$ cat config.mk
export PLATFORM = sky130hd
export DESIGN_NAME = alu_issue_ctrl
export DESIGN_NICKNAME = d
export VERILOG_FILES = /design/src/rtl/alu_issue_ctrl.sv
export SDC_FILE = /design/constraint.sdc
export NUM_CORES = 1
export LEC_CHECK = 0
export CORE_ASPECT_RATIO = 0.7
export CORE_MARGIN = 4
export CORE_UTILIZATION = 35
export DETAILED_ROUTE_END_ITERATION = 8
export PLACE_DENSITY_LB_ADDON = 0.2
export SKIP_LAST_GASP = 1
export SLEW_MARGIN = 20
export SYNTH_ARGS = -nofsm -noshare
export SYNTH_HDL_FRONTEND = slang
export SYNTH_SLANG_ARGS = --single-unit
$ cat constraint.sdc
create_clock -name clk -period 1.62 [get_ports clk]
set_input_delay 0.324 -clock clk [delete_from_list [all_inputs] [get_ports clk]]
set_output_delay 0.324 -clock clk [all_outputs]
set_load 0.01 [all_outputs]
$ cat src/rtl/alu_issue_ctrl.sv
// Issue controller for the 8-bit combinational ALU: accepts register-to-register
// instructions, sequences the ALU through setup/execute/writeback, owns the register file.
module alu_issue_ctrl #(
    parameter int DATA_W = 8,
    parameter int NREG   = 4
) (
    input  logic              clk,
    input  logic              rst_n,
    input  logic              in_valid,
    output logic              in_ready,
    input  logic [8:0]        in_instr,
    input  logic [DATA_W-1:0] in_imm,
    output logic              alu_sel,
    output logic [2:0]        alu_order,
    output logic [DATA_W-1:0] reg_1,
    output logic [DATA_W-1:0] reg_2,
    input  logic [DATA_W-1:0] alu_out,
    output logic              done,
    output logic [1:0]        done_rd,
    output logic [DATA_W-1:0] done_data,
    output logic              zero,
    output logic              err,
    input  logic [1:0]        dbg_addr,
    output logic [DATA_W-1:0] dbg_data
);

    localparam logic [2:0] OP_LDI = 3'b110;
    localparam logic [2:0] OP_ILL = 3'b111;

    typedef enum logic [1:0] {IDLE, SETUP, EXEC, WB} state_t;

    state_t            state_q, state_d;
    logic [DATA_W-1:0] rf_q [NREG];
    logic [1:0]        rd_q;
    logic              ldi_q;
    logic [2:0]        order_q;
    logic [DATA_W-1:0] opa_q, opb_q;
    logic              done_q, zero_q, err_q;
    logic [1:0]        done_rd_q;
    logic [DATA_W-1:0] done_data_q;

    logic [2:0] op;
    logic [1:0] rd, rs1, rs2;
    logic       accept;

    assign op  = in_instr[8:6];
    assign rd  = in_instr[5:4];
    assign rs1 = in_instr[3:2];
    assign rs2 = in_instr[1:0];

    assign in_ready = (state_q == IDLE) && rst_n;
    assign accept   = in_valid && in_ready;

    always_ff @(posedge clk or negedge rst_n) begin
        if (!rst_n) begin
            state_q <= IDLE;
        end else begin
            state_q <= state_d;
        end
    end

    always_comb begin
        state_d = state_q;
        case (state_q)
            IDLE: begin
                if (in_valid) begin
                    if (op == OP_LDI) begin
                        state_d = WB;
                    end else if (op != OP_ILL) begin
                        state_d = SETUP;
                    end
                end
            end
            SETUP:   state_d = EXEC;
            EXEC:    state_d = WB;
            WB:      state_d = IDLE;
            default: state_d = IDLE;
        endcase
    end

    // Operands are captured at acceptance and the ALU result is captured on the
    // EXEC->WB edge, so the write and the done pulse both land in WB.
    always_ff @(posedge clk or negedge rst_n) begin
        if (!rst_n) begin
            for (int i = 0; i < NREG; i++) begin
                rf_q[i] <= '0;
            end
            rd_q        <= '0;
            ldi_q       <= 1'b0;
            order_q     <= '0;
            opa_q       <= '0;
            opb_q       <= '0;
            done_q      <= 1'b0;
            done_rd_q   <= '0;
            done_data_q <= '0;
            zero_q      <= 1'b0;
            err_q       <= 1'b0;
        end else begin
            done_q <= 1'b0;
            err_q  <= 1'b0;
            if (accept) begin
                case (op)
                    OP_LDI: begin
                        rf_q[rd]    <= in_imm;
                        ldi_q       <= 1'b1;
                        done_q      <= 1'b1;
                        done_rd_q   <= rd;
                        done_data_q <= in_imm;
                        zero_q      <= (in_imm == '0);
                    end
                    OP_ILL: begin
                        err_q <= 1'b1;
                    end
                    default: begin
                        ldi_q   <= 1'b0;
                        rd_q    <= rd;
                        order_q <= op;
                        opa_q   <= rf_q[rs1];
                        opb_q   <= rf_q[rs2];
                    end
                endcase
            end
            if (state_q == EXEC) begin
                rf_q[rd_q]  <= alu_out;
                done_q      <= 1'b1;
                done_rd_q   <= rd_q;
                done_data_q <= alu_out;
                zero_q      <= (alu_out == '0);
            end
        end
    end

    assign alu_sel   = (state_q == EXEC) || ((state_q == WB) && !ldi_q);
    assign alu_order = order_q;
    assign reg_1     = opa_q;
    assign reg_2     = opb_q;
    assign done      = done_q;
    assign done_rd   = done_rd_q;
    assign done_data = done_data_q;
    assign zero      = zero_q;
    assign err       = err_q;
    assign dbg_data  = rf_q[dbg_addr];

endmodule

# Word level (Yosys, flattened, before mapping)
# Index checks and enable logic that the tools add are counted.
# totals
regBits,69
input_bits,30
output_inout_bits,42
word_cells,91
# classes
muxes,37
order_cmp,7
n_reduce_logical,17
n_eq_ne,8
n_bitwise,7
# op_table
cell,n
2-to-1 mux 32 bit,3
2-to-1 mux 8 bit,11
bitwise mux 32 bit,2
binary-select mux 8 bit (select 2 bit),3
demux 8 bit (select 2 bit),2
logical NOT 8 bit,2
"greater-or-equal comparator 3 bit, second input constant",5
NOT 2 -> 3 bit,5
2-to-1 mux 2 bit,6
2-to-1 mux 1 bit,8
one-hot mux 2 bit (4 select lines),1
AND reduction 2 bit,4
"equality test 3 bit, second input constant",2
"< comparator 3 x 1 -> 1 bit, second input constant",2
logical AND 1 bit,5
"equality test 2 bit, second input constant",2
nonzero test 2 bit,2
"inequality test 3 x 1 -> 1 bit, second input constant",1
"inequality test 3 bit, second input constant",1
"equality test 2 x 1 -> 1 bit, second input constant",1
logical NOT 2 bit,1
"inequality test 2 bit, second input constant",1
NOT 1 bit,2
one-hot mux 1 bit (2 select lines),1
other kinds (3),3

# Longest topological paths before layout
# logic_depth
word_depth,10
mapped_depth,8

# Least setup slack after synthesis
# Ideal clock, no wire load.
# synth_path
path_kind,register to register
start,register state_q[0]
end,"register opa_q[0], in the netlist reg_1[0]"
path_slack_ns,-0.020
required_ns,1.495
path_stages_with_launch,8
arrival_time_ns,1.516
cell_sequence,dfrtp_1 > inv_1 > ha_1 > and3_1 > buf_2 > nand2_1 > buf_2 > mux2_2
# synth_via
elab_chain_len,4
# synth_rtl
item,line,rtl
"start, declared",32,"state_t state_q, state_d;"
"start signal, assigned",58,state_q <= state_d;
logical NOT 2 bit,51,assign in_ready = (state_q == IDLE) && rst_n;
logical AND 1 bit,51,
logical AND 1 bit,52,assign accept = in_valid && in_ready;
AND reduction 2 bit (no line),--,
"end signal, assigned",118,opa_q <= rf_q[rs1];
"end, declared",37,"logic [DATA_W-1:0] opa_q, opb_q;"
# Every way passes these cells.
# A chain may end at the register's enable or synchronous reset.

# Worst setup path in the final report
# layout_path
start,register rf_q[19] (netlist bit)
end,output dbg_data[3]
# layout_via
elab_chain_len,3
# layout_rtl
item,line,rtl
"start, declared",33,logic [DATA_W-1:0] rf_q [NREG];
"start signal, assigned by index",104,rf_q[rd] <= in_imm;
"start signal, assigned by index",124,rf_q[rd_q] <= alu_out;
binary-select mux 8 bit (select 2 bit),142,assign dbg_data = rf_q[dbg_addr];
2-to-1 mux 8 bit (implied by the code) (2 in series),142,
"end, declared",24,output logic [DATA_W-1:0] dbg_data
# Every way passes these cells. The select of a mux whose other input is x is not followed.

==> flow_summary_export.csv <==
group,metric,value,unit
synth,synthSimpleGateAreaFrac,15.67,%
global_routing,grt_usage,21.75,%
floorplan,io_pins,72,
cts,htree_levels,3,
setup_path,rr_startpoint,"state_q[1]",
cts,cts_root_buf,"clkbuf_16",
cts,clk_pin_slew,0.06,ns
setup_path,arrival,1.40,ns
layout,nets,547,
synth,async_reset_ff_share,100.0,%
cts,clkSinkCount,69,
timing,period_needed,1.723,ns
timing,fin_skew,0.006105,ns
power_and_ir_drop,totalPowerFinal,0.01052,W
floorplan,start_util,36.71,%
outcome,violations,"negative setup slack",
layout,final_common_cell,"buf_4",
power_and_ir_drop,power_density,1718,nW/um^2
global_routing,grt_pass1_vias,3766,
setup_path,critPathLaunchType,"flip-flop",
setup_path,r2r_end,"rf_q[17]",
global_routing,grt_pass1_wl,21060,um
detailed_routing,wl_per_cell,21.23,um
floorplan,num_rows,31,
synth,synthMuxAreaShare,20.18,%
synth,synthCells,369,
detailed_routing,vias,3866,
synth,synthesis.nets,403,
setup_path,crit_chain,"mux4_2 -> buf_6",
layout,drive_gt1_share,41.12,%
detailed_routing,drc,0,
setup_path,slowest_delay,0.50,ns
layout,post-route-util,57.83,%
cts,cts_tree,"yes",
layout,layout_common_cells,"buf_4 (76), dfrtp_1 (68), clkdlybuf4s50_1 (55), a31oi_1 (38), nor2_1 (38)",
setup_path,worst-r2r-cell-count,8,
synth,synth_area_leaders,"dfrtp_1 (44%), mux4_2 (14%), a31oi_1 (6.9%)",
synth,synth-edff-count,0,
synth,syn-cell-area,3887,sq um
synth,synth_top_flop_cell,"dfrtp_1",
timing,drv_slew,0,
timing,worstMarginPinSlew,0.9010,ns
layout,final_cells,666,
power_and_ir_drop,p_leak,2.409,nW
setup_path,r2r_setup_slack,-0.04,ns
timing,setup-violations-final,14,
synth,synth_top_family_by_area,"multiplexers",
placement,gp_congestion,0.8651,
placement,dp_slack,-0.6837,ns
cts,cts_buffer_depth,2,
global_routing,antenna_found_initial,0,
cts,clk_latency,0.35,ns
floorplan,fp.dieH,96.18,um
setup_path,crit_type,"flip-flop to output port",
layout,fill_cells,875,
power_and_ir_drop,ir_drop,704.8,uV
cts,numCtsBuffers,9,
timing,fin_crit_sh,106.4,%
detailed_routing,ant_nets,0,
global_routing,gr-total-overflow,0,
layout,syn_to_final_growth,57.52,%
timing,hold_viol_final,0,
global_routing,grt_max_degree,68,
placement,place_inst,627,
synth,synthAdderAreaFrac,1.287,%
synth,synth-seq-area-share,44.42,%
setup_path,crit_required,1.30,ns
detailed_routing,drt_iter0_drc,409,
setup_path,end_kind,"output port",
synth,synth_compound_area_share,13.55,%
synth,ys_ff_latch,69,
layout,diodes,0,
outcome,status,"complete, but fails checks",
synth,synthXorXnorAreaFrac,0,%
run,drv_cap,0,
synth,synth_top_cell_area_share,44.42,%
floorplan,core-area,10590,sq um
synth,synth_cell_types,40,
floorplan,die_w,134.0,um
detailed_routing,routed_wl,14140,um
detailed_routing,vias_per_cell,5.805,
floorplan,die_area,12880,sq um
synth,avgSynthCellArea,10.54,sq um
timing,setup_ws,-0.1034,ns
placement,dpl.hpwl,9190,um
timing,grt_setup_unrepaired,"true",
detailed_routing,first_pass_iters,5,
timing,slew_headroom,39.93,%
synth,yosysWarnings,0,
worst_hold_path,min_path_type,"primary input to async pin",
placement,io_buffers,71,
setup_path,cp_max_fo,3,
synth,yosysTopAreaCell,"dfrtp_1",
timing,holdWs,0.3147,ns
timing,max_freq,580.2,MHz
setup_path,worst_path_max_delay_cell,"mux4_2",
==> synth_stat cells (2+ instances only) <==
master     count
mux4_2        24
nand4bb_1      2
nor2_1        46
nand3b_1       3
ha_1           4
clkbuf_1      14
nand3_1       47
inv_1          5
mux2i_1        3
mux2_1         2
nor4_1         2
o21ai_1        8
a31oi_1       43
nand2_1        2
mux2_2        17
nor3_1         2
dfrtp_1       69
o21ai_0       36
buf_2         19
==> kinds of logic (layout without fill, tap and decap cells) <==
family / Yosys count / in the layout
AO/OA/AOI/OAI: 92 / 92
adder cells (fa/ha/maj): 4 / 4
buffers and inverters: 41 / 190
flip-flops: 69 / 69
multiplexers: 46 / 46
AND/OR/NAND/NOR: 117 / 117
==> state kept, by name, indices dropped and copies added (netlist names) <==
name       count
alu_order      3
done           1
done_data      8
done_rd        2
err            1
ldi_q          1
rd_q           2
reg_1          8
reg_2          8
rf_q          32
state_q        2
zero           1
==> critical path, delay by kind of cell, from the launching register on <==
| family | cells | cell delay (ns) |
|---|---|---|
| mux | 1 | 0.50 |
| buf+inv | 1 | 0.14 |
| flops | 1 | 0.42 |
==> power breakdown <==
part           total [W]  internal [W]  leakage (nW)  switching, W
clock network    0.00199       0.00118         0.145      0.000804
registers        0.00316       0.00260         0.794      0.000562
logic            0.00537       0.00316          1.47       0.00221
==> per-stage QoR <==
stage          cell area, sq um  setup TNS (ns)
2_1_floorplan              3887         -0.1968
3_3_place_gp               5258          -19.67
3_5_place_dp               5258          -20.73
4_1_cts                    5665         -0.5979
5_1_grt                    6123          -2.222
6_report                   6123         -0.6943
==> cell type report <==
cell class	count	area [sq um]	share of cell area, %
Clock buffer	9	225.2	3.678
Clock inverter	7	66.31	1.083
Inverter	5	18.77	0.3065
Multi-Input combinational cell	259	2253	36.80
Sequential cell	69	1728	28.22
Tap cell	148	185.2	3.024
Timing Repair Buffer	169	1647	26.89
==> routing by layer <==
layer / global-route usage (%) / up-vias / wire length (um)
met3: 5.486 / 29 / 1136
met1: 31.09 / 1954 / 6443
met2: 32.39 / 192 / 6292
met5: 0 / - / 0
met4: 7.192 / 0 / 269
li1: - / 1691 / -
==> worst max-delay path by stage <==
stage	from	to
final	rf_q[19]	dbg_data[3]
after global routing	rf_q[25]	dbg_data[1]
after CTS	rf_q[1]	dbg_data[1]
after detailed placement	dbg_addr[1]	dbg_data[3]
after global placement	dbg_addr[1]	dbg_data[2]
after floorplan	state_q[1]	reg_1[0]
==> timing repair <==
item	in CTS	in global routing
resized for setup	63	89
buffers inserted	8	9
setup endpoints to repair	27	74
hold endpoints to repair	2	0
hold buffers	1	0
cloned	1	4
pin swaps	0	25
Power figures use the tool's default switching activity.
